### config.mk
export PLATFORM = sky130hd
export DESIGN_NAME = dac_ctrl_rx
export DESIGN_NICKNAME = d
export VERILOG_FILES = /design/src/rtl/dac_ctrl_pkg.sv /design/src/rtl/sync_edge.sv /design/src/rtl/dac_ctrl_rx.sv
export SDC_FILE = /design/constraint.sdc
export NUM_CORES = 1
export LEC_CHECK = 0
export ABC_AREA = 1
export CAP_MARGIN = 20
export CORE_MARGIN = 10
export CORE_UTILIZATION = 55
export CTS_CLUSTER_SIZE = 16
export DETAILED_ROUTE_END_ITERATION = 8
export PLACE_DENSITY = 0.8
export SYNTH_ARGS = -nofsm -noshare
export SYNTH_HDL_FRONTEND = slang
export SYNTH_SLANG_ARGS = --single-unit
export TNS_END_PERCENT = 1
### constraint.sdc
create_clock -name i_clk48 -period 2.2 [get_ports i_clk48]
set_clock_uncertainty 0.15 [all_clocks]
set_input_delay 0.22 -clock i_clk48 [delete_from_list [all_inputs] [get_ports i_clk48]]
set_output_delay 0.22 -clock i_clk48 [all_outputs]
set_load 0.005 [all_outputs]
### src/rtl/dac_ctrl_pkg.sv
// Shared constants, FSM state type and the attenuation ramp step helper for the
// DAC control-bus responder.
package dac_ctrl_pkg;

  localparam logic [6:0] ADDR_ATL   = 7'd16;
  localparam logic [6:0] ADDR_ATR   = 7'd17;
  localparam logic [6:0] ADDR_MUTE  = 7'd18;
  localparam int         FRAME_BITS = 16;
  localparam logic [7:0] ATT_RESET  = 8'hFF;
  localparam logic [4:0] CNT_SAT    = 5'd17;

  typedef enum logic [1:0] {
    DISARMED = 2'd0,
    IDLE     = 2'd1,
    SHIFT    = 2'd2
  } rx_state_e;

  // One-LSB move of cur toward tgt; holds when already equal.
  function automatic logic [7:0] ramp_step(input logic [7:0] cur, input logic [7:0] tgt);
    logic [7:0] nxt;
    if (cur < tgt) begin
      nxt = cur + 8'd1;
    end else if (cur > tgt) begin
      nxt = cur - 8'd1;
    end else begin
      nxt = cur;
    end
    return nxt;
  endfunction

endpackage

### src/rtl/sync_edge.sv
// Two-flop synchronizer plus a previous-value flop; level, rise and fall are all
// registered and mutually aligned (level is the post-edge value).
module sync_edge (
  input  logic i_clk48,
  input  logic i_rst48_n,
  input  logic din,
  output logic level,
  output logic rise,
  output logic fall
);

  logic s1_r, s2_r, s3_r;
  logic rise_r, fall_r;

  // Synchronizer chain and edge detection between the 2nd and 3rd stages.
  always_ff @(posedge i_clk48 or negedge i_rst48_n) begin
    if (!i_rst48_n) begin
      s1_r   <= 1'b0;
      s2_r   <= 1'b0;
      s3_r   <= 1'b0;
      rise_r <= 1'b0;
      fall_r <= 1'b0;
    end else begin
      s1_r   <= din;
      s2_r   <= s1_r;
      s3_r   <= s2_r;
      rise_r <= s2_r & ~s3_r;
      fall_r <= ~s2_r & s3_r;
    end
  end

  assign level = s3_r;
  assign rise  = rise_r;
  assign fall  = fall_r;

endmodule

### src/rtl/dac_ctrl_rx.sv
// DAC control-bus responder: decodes 16-bit SEL_n/CLOCK/DATA write frames into
// attenuation and mute registers. Define DAC_CTRL_RX_SOFT_RAMP_EN for stepped attenuation.
module dac_ctrl_rx
  import dac_ctrl_pkg::*;
#(
  parameter int RAMP_DIV = 4800
) (
  input  logic       i_clk48,
  input  logic       i_rst48_n,
  input  logic       i_sel_n,
  input  logic       i_clock,
  input  logic       i_data,
  output logic [7:0] o_att_l,
  output logic [7:0] o_att_r,
  output logic [1:0] o_mute,
  output logic       o_wr_valid,
  output logic [6:0] o_wr_addr,
  output logic [7:0] o_wr_data,
  output logic       o_frame_err
);

  if (RAMP_DIV < 1) begin : g_bad_ramp_div
    $error("RAMP_DIV must be at least 1");
  end

  logic sel_lvl_s, sel_rise_s, sel_fall_s;
  logic clk_lvl_s, clk_rise_s, clk_fall_s;
  logic data_s1_r, data_s2_r, data_s3_r;

  sync_edge u_sync_sel (
    .i_clk48(i_clk48), .i_rst48_n(i_rst48_n), .din(i_sel_n),
    .level(sel_lvl_s), .rise(sel_rise_s), .fall(sel_fall_s)
  );

  sync_edge u_sync_clk (
    .i_clk48(i_clk48), .i_rst48_n(i_rst48_n), .din(i_clock),
    .level(clk_lvl_s), .rise(clk_rise_s), .fall(clk_fall_s)
  );

  // DATA gets three stages so it lines up with the registered clock edge.
  always_ff @(posedge i_clk48 or negedge i_rst48_n) begin
    if (!i_rst48_n) begin
      data_s1_r <= 1'b0;
      data_s2_r <= 1'b0;
      data_s3_r <= 1'b0;
    end else begin
      data_s1_r <= i_data;
      data_s2_r <= data_s1_r;
      data_s3_r <= data_s2_r;
    end
  end

  rx_state_e   state_r, state_nxt;
  logic [15:0] shift_r, shift_nxt;
  logic [4:0]  cnt_r, cnt_nxt;
  logic        commit_s, err_s;

  // Frame FSM: next state, shift/count update and frame verdict.
  always_comb begin
    state_nxt = state_r;
    shift_nxt = shift_r;
    cnt_nxt   = cnt_r;
    commit_s  = 1'b0;
    err_s     = 1'b0;
    case (state_r)
      DISARMED: begin
        if (sel_lvl_s) begin
          state_nxt = IDLE;
        end else begin
          state_nxt = DISARMED;
        end
      end
      IDLE: begin
        if (sel_fall_s) begin
          cnt_nxt   = 5'd0;
          state_nxt = SHIFT;
        end else begin
          state_nxt = IDLE;
        end
      end
      SHIFT: begin
        // SEL_n edge takes priority over a coincident CLOCK edge.
        if (sel_rise_s) begin
          state_nxt = IDLE;
          if ((cnt_r == 5'(FRAME_BITS)) && !shift_r[15]) begin
            commit_s = 1'b1;
          end else begin
            err_s = 1'b1;
          end
        end else if (clk_rise_s) begin
          shift_nxt = {shift_r[14:0], data_s3_r};
          if (cnt_r != CNT_SAT) begin
            cnt_nxt = cnt_r + 5'd1;
          end else begin
            cnt_nxt = cnt_r;
          end
        end else begin
          state_nxt = SHIFT;
        end
      end
      default: begin
        state_nxt = DISARMED;
      end
    endcase
  end

  logic [7:0] att_l_tgt_r, att_r_tgt_r;
  logic [1:0] mute_r;
  logic       wr_valid_r, frame_err_r;
  logic [6:0] wr_addr_r;
  logic [7:0] wr_data_r;

  // FSM state, frame datapath and committed register set.
  always_ff @(posedge i_clk48 or negedge i_rst48_n) begin
    if (!i_rst48_n) begin
      state_r     <= DISARMED;
      shift_r     <= 16'h0000;
      cnt_r       <= 5'd0;
      wr_valid_r  <= 1'b0;
      frame_err_r <= 1'b0;
      wr_addr_r   <= 7'd0;
      wr_data_r   <= 8'h00;
      att_l_tgt_r <= ATT_RESET;
      att_r_tgt_r <= ATT_RESET;
      mute_r      <= 2'b00;
    end else begin
      state_r     <= state_nxt;
      shift_r     <= shift_nxt;
      cnt_r       <= cnt_nxt;
      wr_valid_r  <= commit_s;
      frame_err_r <= err_s;
      if (commit_s) begin
        wr_addr_r <= shift_r[14:8];
        wr_data_r <= shift_r[7:0];
        case (shift_r[14:8])
          ADDR_ATL:  att_l_tgt_r <= shift_r[7:0];
          ADDR_ATR:  att_r_tgt_r <= shift_r[7:0];
          ADDR_MUTE: mute_r      <= shift_r[1:0];
          default:   ;
        endcase
      end
    end
  end

`ifdef DAC_CTRL_RX_SOFT_RAMP_EN
  localparam int DIV_W = (RAMP_DIV > 1) ? $clog2(RAMP_DIV) : 1;

  logic [DIV_W-1:0] div_r;
  logic             tick_s;
  logic [7:0]       att_l_r, att_r_r;

  assign tick_s = (div_r == DIV_W'(RAMP_DIV - 1));

  // Shared free-running divider and one-LSB steps toward the targets.
  always_ff @(posedge i_clk48 or negedge i_rst48_n) begin
    if (!i_rst48_n) begin
      div_r   <= '0;
      att_l_r <= ATT_RESET;
      att_r_r <= ATT_RESET;
    end else begin
      if (tick_s) begin
        div_r   <= '0;
        att_l_r <= ramp_step(att_l_r, att_l_tgt_r);
        att_r_r <= ramp_step(att_r_r, att_r_tgt_r);
      end else begin
        div_r   <= div_r + DIV_W'(1);
      end
    end
  end

  assign o_att_l = att_l_r;
  assign o_att_r = att_r_r;
`else
  assign o_att_l = att_l_tgt_r;
  assign o_att_r = att_r_tgt_r;
`endif

  assign o_mute      = mute_r;
  assign o_wr_valid  = wr_valid_r;
  assign o_wr_addr   = wr_addr_r;
  assign o_wr_data   = wr_data_r;
  assign o_frame_err = frame_err_r;

endmodule

==> results of run 1 <==
-- final timing paths --
path | to | slack (ns)
setup / recovery | o_att_l[2]$_DFFE_PN1P_ | 0.24
hold / removal | u_sync_clk.s1_r$_DFF_PN0_ | 0.17
setup reg to reg | o_att_l[2]$_DFFE_PN1P_ | 0.24
hold reg to reg | u_sync_sel.s2_r$_DFF_PN0_ | 0.20
max in group asynchronous | o_att_l[1]$_DFFE_PN1P_ | 1.29
min in group asynchronous | u_sync_sel.s1_r$_DFF_PN0_ | 0.29
-- timing repair --
action | 4_1_cts | 5_1_grt
hold endpoints to repair | 54 | 0
resized for setup | 0 | 0
hold buffers | 1 | 0
-- cells by family after synthesis --
group / Yosys count
xor+xnor: 1
fa+ha+maj: 3
buf+inv: 29
flops: 70
compound gates: 34
simple gates: 155
-- cells in the final DEF, fill, tap and decap left out --
cell type                         count
sky130_fd_sc_hd__nand2_1             95
sky130_fd_sc_hd__dfrtp_1             54
sky130_fd_sc_hd__clkdlybuf4s50_1     38
sky130_fd_sc_hd__nand3_1             31
sky130_fd_sc_hd__o21ai_0             26
sky130_fd_sc_hd__inv_1               18
sky130_fd_sc_hd__dfstp_2             16
sky130_fd_sc_hd__nor2_1              14
sky130_fd_sc_hd__clkbuf_8            10
sky130_fd_sc_hd__a21oi_1              6
sky130_fd_sc_hd__nand4_1              4
sky130_fd_sc_hd__nand2_2              3
sky130_fd_sc_hd__nor2_2               3
sky130_fd_sc_hd__ha_1                 3
sky130_fd_sc_hd__inv_2                2
sky130_fd_sc_hd__nor2_4               2
sky130_fd_sc_hd__clkinv_2             2
sky130_fd_sc_hd__clkinvlp_4           2
sky130_fd_sc_hd__bufinv_16            2
sky130_fd_sc_hd__buf_4                2
sky130_fd_sc_hd__nand3_4              1
sky130_fd_sc_hd__nor2_8               1
sky130_fd_sc_hd__a31oi_1              1
sky130_fd_sc_hd__o311ai_0             1
sky130_fd_sc_hd__xnor2_1              1
sky130_fd_sc_hd__nand3b_1             1
sky130_fd_sc_hd__dlygate4sd3_1        1
sky130_fd_sc_hd__buf_2                1
sky130_fd_sc_hd__buf_12               1
-- power breakdown --
part           internal, mW  switching, mW
Clock                 0.665          0.473
Combinational         0.117          0.227
Sequential             1.43          0.166
Total                  2.21          0.867
-- per-layer routing --
layer	routed length [um]	vias to the layer above	track usage
met3	311	11	0.0486
met1	2590	1009	0.185
met4	77	0	0.0627
met5	0	-	0
li1	-	1030	-
met2	2750	32	0.230
-- metrics by stage --
step / hold slack, ns / power (mW) / std cells / worst slack, ns
CTS: 0.157 / 3.09 / 409 / 0.257
global route: 0.158 / 3.26 / 409 / 0.0457
floorplan: -0.226 / 1.82 / 292 / 0.742
detailed placement: 0.115 / 1.96 / 392 / 0.266
finish: 0.166 / 3.08 / 409 / 0.236
global placement: 0.116 / 1.94 / 392 / 0.352
-- synth_stat cells (4+ instances only) --
master	number	share of area
sky130_fd_sc_hd__nand4_1	4	0.0089
sky130_fd_sc_hd__nand2_1	95	0.13
sky130_fd_sc_hd__nand3_1	31	0.055
sky130_fd_sc_hd__nor2_1	14	0.019
sky130_fd_sc_hd__dfstp_2	16	0.15
sky130_fd_sc_hd__inv_1	18	0.024
sky130_fd_sc_hd__o21ai_0	26	0.046
sky130_fd_sc_hd__a21oi_1	6	0.011
sky130_fd_sc_hd__clkbuf_1	5	0.0067
sky130_fd_sc_hd__dfrtp_1	54	0.48
-- layout make-up --
| class | instances | share of cell area |
|---|---|---|
| clock buffer | 10 | 0.0393 |
| clock inverter | 6 | 0.0243 |
| inverter | 20 | 0.0215 |
| multi-input combinational | 193 | 0.262 |
| sequential | 70 | 0.506 |
| tap | 67 | 0.0240 |
| timing repair buffer | 43 | 0.123 |
-- worst register-to-register path: stages, from the launching register on --
cell and delay, ns:
sky130_fd_sc_hd__dfrtp_1 0.45, sky130_fd_sc_hd__inv_1 0.09, sky130_fd_sc_hd__ha_1 0.20, sky130_fd_sc_hd__nand3_4 0.20, sky130_fd_sc_hd__nor2_8 0.43, sky130_fd_sc_hd__nand2_2 0.20, sky130_fd_sc_hd__nand2_1 0.11, sky130_fd_sc_hd__nand2_1 0.06
-- state kept, by name, indices dropped and copies added, names as in the netlist, 2 cells and up --
register and cells:
cnt_r 5, o_att_l 8, o_att_r 8, o_mute 2
o_wr_addr 7, o_wr_data 8, shift_r 16, state_r 2
==> run summary, run 1 <==
Run status -> finished, final reports clean
Placeable core area -> 4850 um^2
Filler Cell Count -> 365
Final core occ -> 0.722
IR drop worst, VDD -> 0.000612 V
Clk Latency, worst-skew pair -> 0.34 ns
Number of buffers on the longest clock path -> 2
Buffering stage count on the worst path with inverters included -> 1
Xor/xnor share of the synthesized area -> 0.00311
Start point of the worst min-delay path -> i_clock
Worst slew margin -> 0.693
Synthesized-area fraction occupied by and/or/nand/nor cells -> 0.247
Start point of the critical path -> cnt_r[0]$_DFFE_PN0P_
Number of synthesized register bits -> 70
Post-layout net count -> 345
Depth of the CTS H-tree -> 3
Fin crit period -> 1.96 ns
Die height -> 91.6 um
TritonCTS clock tree -> built
Number of hold violations in the final report -> 0
Reg2reg start -> cnt_r[0]$_DFFE_PN0P_
Number of placement rows -> 25
Crit Path Class -> flip-flop to flip-flop
Worst stage delay on the critical path -> 0.45 ns
Netlist Area Pre-Place -> 2820 um^2
Fmax -> 509 MHz
Register area share after synthesis -> 0.629
I/O pin count -> 40
Power per unit of standard cell area -> 880 nW/um^2
Cell with the largest stage delay on the worst path -> sky130_fd_sc_hd__dfrtp_1
Worst hold-check path type -> primary input to flip-flop
Setup repair after global routing missed its margin -> false
Detailed Place HPWL -> 4.01 mm
First-pass iteration count of the detailed router -> 4
Antenna diode count -> 0
Detail Route Antenna Nets -> 0
CTS clk-pin slew, worst paths -> 0.07 ns
Post-CTS setup repair buffer count -> 0
Share of final-layout standard cells stronger than drive strength 1 -> 0.140
Global routing usage summed across all routing layers -> 0.148
Final Max Slew Viols -> 0
Total global routing overflow -> 0
Count of vias placed by the detailed router -> 2082
MaxCap Viol Count -> 0
Cells along the critical path -> inv_1 > ha_1 > nand3_4 > nor2_8 > nand2_2 > nand2_1 > nand2_1
Static power due to leakage -> 1.70 nW
Register area -> 1770 um^2
Largest net degree at the start of global routing -> 71
Post-Synthesis Net Count -> 300
Number of global-route vias before repair -> 2140
Adder-cell share of the synthesized area -> 0.0133
Final period utilization -> 0.893
Most repeated library cell on the critical path -> sky130_fd_sc_hd__nand2_1
Kind of start point of the critical path -> flip-flop
Number of warnings printed during yosys synthesis -> 0
Via density per instance -> 5.09
Starting density of the core -> 0.581
Setup total negative slack -> 0 ns
Root Buffer -> sky130_fd_sc_hd__clkbuf_8
Count of port buffers added during placement -> 39
Number of clock buffers inserted by TritonCTS -> 9
Maximum fanout encountered on the critical timing path -> 37
Hold path cells -> 1
Sort of element at the end of the critical path -> flip-flop
Arrival time worst endpoint -> 2.08 ns
Wirelength per Cell -> 14.0 um
Fraction of registers with async set/reset -> 1.00
Area growth from synthesis to final layout -> 24.3%
Detailed router's first-iteration violation count -> 223
# DRC -> 0
Combinational family with the most area after synthesis -> simple AND/OR/NAND/NOR gates
Number of synthesized flops with an enable pin -> 0
Total area of multi-input combinational cells -> 916 um^2
Average cell area after synthesis -> 9.65 um^2
Number of sinks on the clock net -> 70
Top Family by Delay on Critical Path -> simple AND/OR/NAND/NOR gates
Wire length of the first global-routing pass -> 10.1 mm
Crit path required time -> 2.32 ns
Depth of the most critical reg-to-reg path -> 7
Cell area after placement -> 3270 um^2
Post-route design area -> 3500 um^2
Slew of the pin with the lowest slew margin -> 0.460 ns
Routability congestion estimate -> 0.864
Distinct cells, synth -> 24
Number of antenna violations at the first check in global routing -> 0
Commonest register cell after synthesis -> sky130_fd_sc_hd__dfrtp_1
Final wirelength -> 5.73 mm
Post-synthesis instance total -> 292
Die Area -> 8380 um^2
Area fraction in compound gates after synthesis -> 0.0622
CP Depth -> 7
Die Span X -> 91.6 um
Setup-violating endpoint count in the final report -> 0
Multiplexer fraction of the synthesized cell area -> 0
(Power assumes the default switching activity.)
==> run 2, diff against run 1 <==
Settings changed: PLACE_DENSITY 0.8 to 0.82.
==> run 2 against run 1 <==
Effect of this change:
- core utilization decreased by 0.28 points
- count of clock-buffer cells in the layout up 3
- non-clock buffer count increased by 1
- critical path depth stayed put
- worst hold slack improved by 0.0026 ns
- routed wire length grew 0.85%
- power fell by 2.8%
- maximum frequency is 0.25% lower
- highest routed layer unchanged
==> run summary, run 2 (same netlist as run 1, synthesis figures left out) <==
Die Span X -> 91.6 um (unchanged)
I/O pin count -> 40 (unchanged)
Sort of element at the end of the critical path -> flip-flop
CP Depth -> 7 (unchanged)
Depth of the most critical reg-to-reg path -> 7 (unchanged)
Kind of start point of the critical path -> flip-flop
CTS clk-pin slew, worst paths -> 0.07 ns (about the same)
Static power due to leakage -> 1.70 nW (-0.22%)
Antenna diode count -> 0 (unchanged)
Reg2reg start -> cnt_r[0]$_DFFE_PN0P_
Power per unit of standard cell area -> 859 nW/um^2 (-2.4%)
R2R setup slack -> 0.23 ns (about the same)
Slew of the pin with the lowest slew margin -> 0.622 ns (+0.162 ns)
Total Power -> 3.00 mW (-2.8%)
Detailed router's first-iteration violation count -> 177 (-21%)
Hold path cells -> 1 (unchanged)
Most frequent cells in the layout -> sky130_fd_sc_hd__nand2_1, sky130_fd_sc_hd__dfrtp_1, sky130_fd_sc_hd__clkdlybuf4s50_1, sky130_fd_sc_hd__nand3_1, sky130_fd_sc_hd__o21ai_0
Worst hold-check path type -> primary input to flip-flop
Starting density of the core -> 0.581 (unchanged)
Fmax -> 508 MHz (-0.25%)
Number of antenna violations at the first check in global routing -> 0 (unchanged)
Final wirelength -> 5.78 mm (+0.85%)
Number of buffers on the longest clock path -> 2 (unchanged)
Detail Route Antenna Nets -> 0 (unchanged)
Via density per instance -> 5.14 (+1.0%)
Top Family by Delay on Critical Path -> simple AND/OR/NAND/NOR gates
Worst stage delay on the critical path -> 0.45 ns (about the same)
Arrival time worst endpoint -> 2.08 ns (about the same)
MaxCap Viol Count -> 0 (unchanged)
Max FFs per register -> 16 (unchanged)
Share of final-layout standard cells stronger than drive strength 1 -> 0.137 (-0.00332)
Number of hold violations in the final report -> 0 (unchanged)
Number of sinks on the clock net -> 70 (unchanged)
Wirelength per Cell -> 14.1 um (+0.61%)
Placeable core area -> 4850 um^2 (unchanged)
Count of port buffers added during placement -> 39 (unchanged)
Setup repair after global routing missed its margin -> false
Cells along the critical path -> inv_1 > ha_1 > nand3_4 > nor2_8 > nand2_2 > nand2_1 > nand2_1
Final core occ -> 0.719 (-0.00284)
Setup-violating endpoint count in the final report -> 0 (unchanged)
Detailed Place HPWL -> 4.07 mm (+1.4%)
Worst slew margin -> 0.585 (-0.108)
Largest net degree at the start of global routing -> 38 (-46%)
Final Max Slew Viols -> 0 (unchanged)
Buffering stage count on the worst path with inverters included -> 1 (unchanged)
Crit path required time -> 2.31 ns (about the same)
Start point of the critical path -> cnt_r[0]$_DFFE_PN0P_
Crit Path Class -> flip-flop to flip-flop
# DRC -> 0 (unchanged)
Most flops, register -> shift_r
Wire length of the first global-routing pass -> 9.87 mm (-2.3%)
Total global routing overflow -> 0 (unchanged)
Final period utilization -> 0.895 (+0.00221)
Worst hold slack after final layout -> 0.168 ns (+0.00265 ns)
Cell with the largest stage delay on the worst path -> sky130_fd_sc_hd__dfrtp_1
Number of global-route vias before repair -> 2107 (-1.5%)
Die Area -> 8380 um^2 (unchanged)
Post-CTS setup repair buffer count -> 0 (unchanged)
Number of placement rows -> 25 (unchanged)
First-pass iteration count of the detailed router -> 4 (unchanged)
Clk Latency, worst-skew pair -> 0.33 ns (about the same)
Depth of the CTS H-tree -> 3 (unchanged)
Post-layout net count -> 346 (+0.29%)
Start point of the worst min-delay path -> i_clock
Commonest non-fill, non-tap cell in the layout -> sky130_fd_sc_hd__nand2_1
Most repeated library cell on the critical path -> sky130_fd_sc_hd__nand2_1
Number of clock buffers inserted by TritonCTS -> 9 (unchanged)
IR drop worst, VDD -> 0.000676 V (+10%)
Capture instance of the worst register-to-register path -> o_att_r[3]$_DFFE_PN1P_
Setup total negative slack -> 0 ns (unchanged)
Area growth from synthesis to final layout -> 23.8%
Root Buffer -> sky130_fd_sc_hd__clkbuf_8
Die height -> 91.6 um (unchanged)
Run status -> finished, final reports clean
Fin crit period -> 1.97 ns (+0.00486 ns)
Global routing usage summed across all routing layers -> 0.146 (-0.00186)
Count of vias placed by the detailed router -> 2108 (+1.2%)
Maximum fanout encountered on the critical timing path -> 37 (unchanged)
TritonCTS clock tree -> built
Worst Setup EP -> o_att_r[3]$_DFFE_PN1P_
Routability congestion estimate -> 0.873 (+0.96%)
run 2: cell count changes in the layout (fill, tap and decap cells not counted), sizes merged:
cell,change
clkbuf,+3
buf,+1
bufinv,-1
clkinv,-1
clkinvlp,-1
run 2: worst min-delay path by stage:
stage / slack (ns) / end
2_1_floorplan: -0.23 / cnt_r[0]$_DFFE_PN0P_
3_3_place_gp: 0.11 / o_wr_data[1]$_DFFE_PN0P_
3_5_place_dp: 0.12 / u_sync_clk.level$_DFF_PN0_
4_1_cts: 0.15 / u_sync_sel.s1_r$_DFF_PN0_
5_1_grt: 0.15 / u_sync_sel.s1_r$_DFF_PN0_
6_report: 0.17 / u_sync_clk.s1_r$_DFF_PN0_
run 2: worst register-to-register path, stage by stage, from the launching register on:
cell                      delay, ns
sky130_fd_sc_hd__dfrtp_1       0.45
sky130_fd_sc_hd__inv_1         0.09
sky130_fd_sc_hd__ha_1          0.21
sky130_fd_sc_hd__nand3_4       0.20
sky130_fd_sc_hd__nor2_8        0.41
sky130_fd_sc_hd__nand2_2       0.21
sky130_fd_sc_hd__nand2_1       0.11
sky130_fd_sc_hd__nand2_1       0.07
run 2: power breakdown:
| group | internal, mW | leakage [nW] | switching (mW) | total, mW |
|---|---|---|---|---|
| Combinational | 0.119 | 0.722 | 0.241 | 0.360 |
| Sequential | 1.43 | 0.878 | 0.166 | 1.60 |
| Clock | 0.585 | 0.0996 | 0.452 | 1.04 |
| Total | 2.14 | 1.70 | 0.860 | 3.00 |
run 2: through the flow:
| stage | cells | area, um^2 | setup slack [ns] |
|---|---|---|---|
| detailed placement | 393 | 3270 | 0.270 |
| CTS | 410 | 3490 | 0.239 |
| global placement | 393 | 3270 | 0.331 |
| floorplan | 292 | 2820 | 0.742 |
| global route | 410 | 3490 | 0.0521 |
| finish | 410 | 3490 | 0.231 |
run 2: timing repair:
item,CTS,global route
gates resized for setup,0,0
endpoints found under the hold margin,17,0
hold buffers,1,0
run 2: routing by layer:
layer	routed length, um	up-vias	global-route usage	part of all wire
met2	2840	54	0.236	0.49
met3	334	13	0.0436	0.058
met4	126	0	0.0796	0.022
met5	0	-	0	0
met1	2480	1004	0.171	0.43
li1	-	1037	-	-
run 2: final cells by class:
cell class / count / area (um^2)
sequential: 70 / 1770
fill: 349 / 1360
multi-input combinational: 193 / 916
timing repair buffer: 44 / 438
clock buffer: 13 / 159
tap: 67 / 83.8
inverter: 20 / 75.1
clock inverter: 3 / 42.5
==> run 3, diff against run 2 <==
Settings changed: CAP_MARGIN 20 to 10, SKIP_CTS_REPAIR_TIMING set to 1.
==> run 3 against run 2 <==
Effect of this change:
- count of clock-buffer cells in the layout is the same
- non-clock buffer count stayed put
- maximum frequency is 0.43% lower
- via count rose by 0.14%
- setup slack got worse by 0.0085 ns
- clock power barely moved
- routed wire length grew 0.38%
- combinational power about the same
- register-to-register slack is essentially flat
- critical path type unchanged
- largest power group unchanged
==> run summary, run 3 (same netlist as run 1, synthesis figures left out) <==
First-pass iteration count of the detailed router -> 4 (unchanged)
Global routing usage summed across all routing layers -> 0.146 (-0.000172)
Clk Latency, worst-skew pair -> 0.34 ns (about the same)
Largest net degree at the start of global routing -> 38 (unchanged)
Detailed router's first-iteration violation count -> 172 (-2.8%)
Depth of the most critical reg-to-reg path -> 7 (unchanged)
Final wirelength -> 5.80 mm (+0.38%)
Detailed Place HPWL -> 4.07 mm (unchanged)
Antenna diode count -> 0 (unchanged)
Final Max Slew Viols -> 0 (unchanged)
Total area of multi-input combinational cells -> 916 um^2 (unchanged)
Register area -> 1770 um^2 (unchanged)
Worst slew margin -> 0.587 (+0.00191)
Worst hold-check path type -> primary input to flip-flop
Power per unit of standard cell area -> 861 nW/um^2 (+0.19%)
Total global routing overflow -> 0 (unchanged)
Peak-usage layer in the global routing report -> met2
Number of hold violations in the final report -> 0 (unchanged)
Routability congestion estimate -> 0.873 (unchanged)
Setup repair after global routing missed its margin -> false
Die Span X -> 91.6 um (unchanged)
Kind of start point of the critical path -> flip-flop
Area growth from synthesis to final layout -> 23.8% (unchanged)
Crit path required time -> 2.32 ns (about the same)
MaxCap Viol Count -> 0 (unchanged)
Hold path cells -> 1 (unchanged)
Fmax -> 506 MHz (-0.43%)
Die height -> 91.6 um (unchanged)
Fin crit period -> 1.98 ns (+0.00852 ns)
Via density per instance -> 5.15 (+0.14%)
I/O pin count -> 40 (unchanged)
Static power due to leakage -> 1.70 nW (unchanged)
Share of final-layout standard cells stronger than drive strength 1 -> 0.137 (unchanged)
Slew of the pin with the lowest slew margin -> 0.619 ns (-0.00286 ns)
Maximum fanout encountered on the critical timing path -> 37 (unchanged)
Setup total negative slack -> 0 ns (unchanged)
Number of instances in the placed design -> 393 (unchanged)
Met3 track utilization from global routing -> 0.0436 (unchanged)
Filler Cell Count -> 348 (-0.29%)
Worst setup slack after placement -> 0.270 ns (unchanged)
# DRC -> 0 (unchanged)
Commonest non-fill, non-tap cell in the layout -> sky130_fd_sc_hd__nand2_1
Root Buffer -> sky130_fd_sc_hd__clkbuf_8
Number of clock buffers inserted by TritonCTS -> 9 (unchanged)
R2R setup slack -> 0.22 ns (about the same)
Most flops, register -> shift_r
Run status -> finished, final reports clean
Met1 capacity usage during global routing -> 0.170 (-0.000504)
Number of sinks on the clock net -> 70 (unchanged)
Post-layout instance count excluding filler cells -> 410 (unchanged)
Setup-violating endpoint count in the final report -> 0 (unchanged)
Sort of element at the end of the critical path -> flip-flop
Detail Route Antenna Nets -> 0 (unchanged)
Max FFs per register -> 16 (unchanged)
Number of placement rows -> 25 (unchanged)
Count of port buffers added during placement -> 39 (unchanged)
Wirelength per Cell -> 14.2 um (+0.38%)
Final period utilization -> 0.899 (+0.00387)
Depth of the CTS H-tree -> 3 (unchanged)
Die Area -> 8380 um^2 (unchanged)
Number of antenna violations at the first check in global routing -> 0 (unchanged)
TritonCTS clock tree -> built
Count of vias placed by the detailed router -> 2111 (+0.14%)
Number of buffers on the longest clock path -> 2 (unchanged)
Arrival time worst endpoint -> 2.09 ns (about the same)
Met2 Use GR -> 0.236 (unchanged)
CTS clk-pin slew, worst paths -> 0.07 ns (about the same)
Crit Path Class -> flip-flop to flip-flop
Wire length of the first global-routing pass -> 9.85 mm (-0.14%)
Worst setup slack after layout -> 0.223 ns (-0.00852 ns)
Most frequent cells in the layout -> sky130_fd_sc_hd__nand2_1, sky130_fd_sc_hd__dfrtp_1, sky130_fd_sc_hd__clkdlybuf4s50_1, sky130_fd_sc_hd__nand3_1, sky130_fd_sc_hd__o21ai_0
Number of global-route vias before repair -> 2104 (-0.14%)
Placeable core area -> 4850 um^2 (unchanged)
Post-layout net count -> 346 (unchanged)
Starting density of the core -> 0.581 (unchanged)
IR drop worst, VDD -> 0.000673 V (-0.46%)
==> run 3: cell counts in the layout (fill, tap and decap cells not counted) <==
Identical to the previous run, type by type.
==> run 3: where the power goes <==
part	internal [mW]	total, mW	leakage, nW	switching [mW]
clock network	0.585	1.05	0.0996	0.461
logic	0.119	0.359	0.722	0.240
registers	1.43	1.60	0.878	0.164
total	2.14	3.00	1.70	0.865
==> run 3: routing by layer <==
metal	part of all wire	routed length [um]
met1	0.42	2450
met2	0.50	2890
met3	0.059	345
met4	0.019	113
met5	0	0
==> run 3: metrics by stage <==
| stage | utilization | total power, mW | cell area, um^2 | hold slack [ns] |
|---|---|---|---|---|
| 3_5_place_dp | 0.675 | 1.96 | 3270 | 0.121 |
| 5_1_grt | 0.719 | 3.15 | 3490 | 0.154 |
| 6_report | 0.719 | 3.00 | 3490 | 0.164 |
| 4_1_cts | 0.717 | 3.01 | 3480 | -0.250 |
| 3_3_place_gp | 0.675 | 1.93 | 3270 | 0.115 |
| 2_1_floorplan | - | 1.82 | 2820 | -0.226 |
==> run 3: worst paths after layout <==
check,startpoint,to
worst max-delay path,cnt_r[0]$_DFFE_PN0P_,o_att_r[3]$_DFFE_PN1P_
worst min-delay path,i_data,data_s1_r$_DFF_PN0_
worst max register to register,cnt_r[0]$_DFFE_PN0P_,o_att_r[3]$_DFFE_PN1P_
worst min register to register,data_s2_r$_DFF_PN0_,data_s3_r$_DFF_PN0_
max in group asynchronous,i_rst48_n,o_wr_data[6]$_DFFE_PN0P_
min in group asynchronous,i_rst48_n,u_sync_clk.level$_DFF_PN0_
==> run 3: final cells by class <==
class,instances,area share
Multi-Input combinational cell,193,0.263
Tap cell,67,0.0240
Timing Repair Buffer,44,0.126
Clock buffer,13,0.0456
Clock inverter,3,0.0122
Sequential cell,70,0.508
Inverter,20,0.0215
==> run 3: critical path, stage by stage (launching register included) <==
cell and delay (ns):
sky130_fd_sc_hd__dfrtp_1 0.45, sky130_fd_sc_hd__inv_1 0.09, sky130_fd_sc_hd__ha_1 0.21, sky130_fd_sc_hd__nand3_4 0.20
sky130_fd_sc_hd__nor2_8 0.41, sky130_fd_sc_hd__nand2_2 0.20, sky130_fd_sc_hd__nand2_1 0.11, sky130_fd_sc_hd__nand2_1 0.07
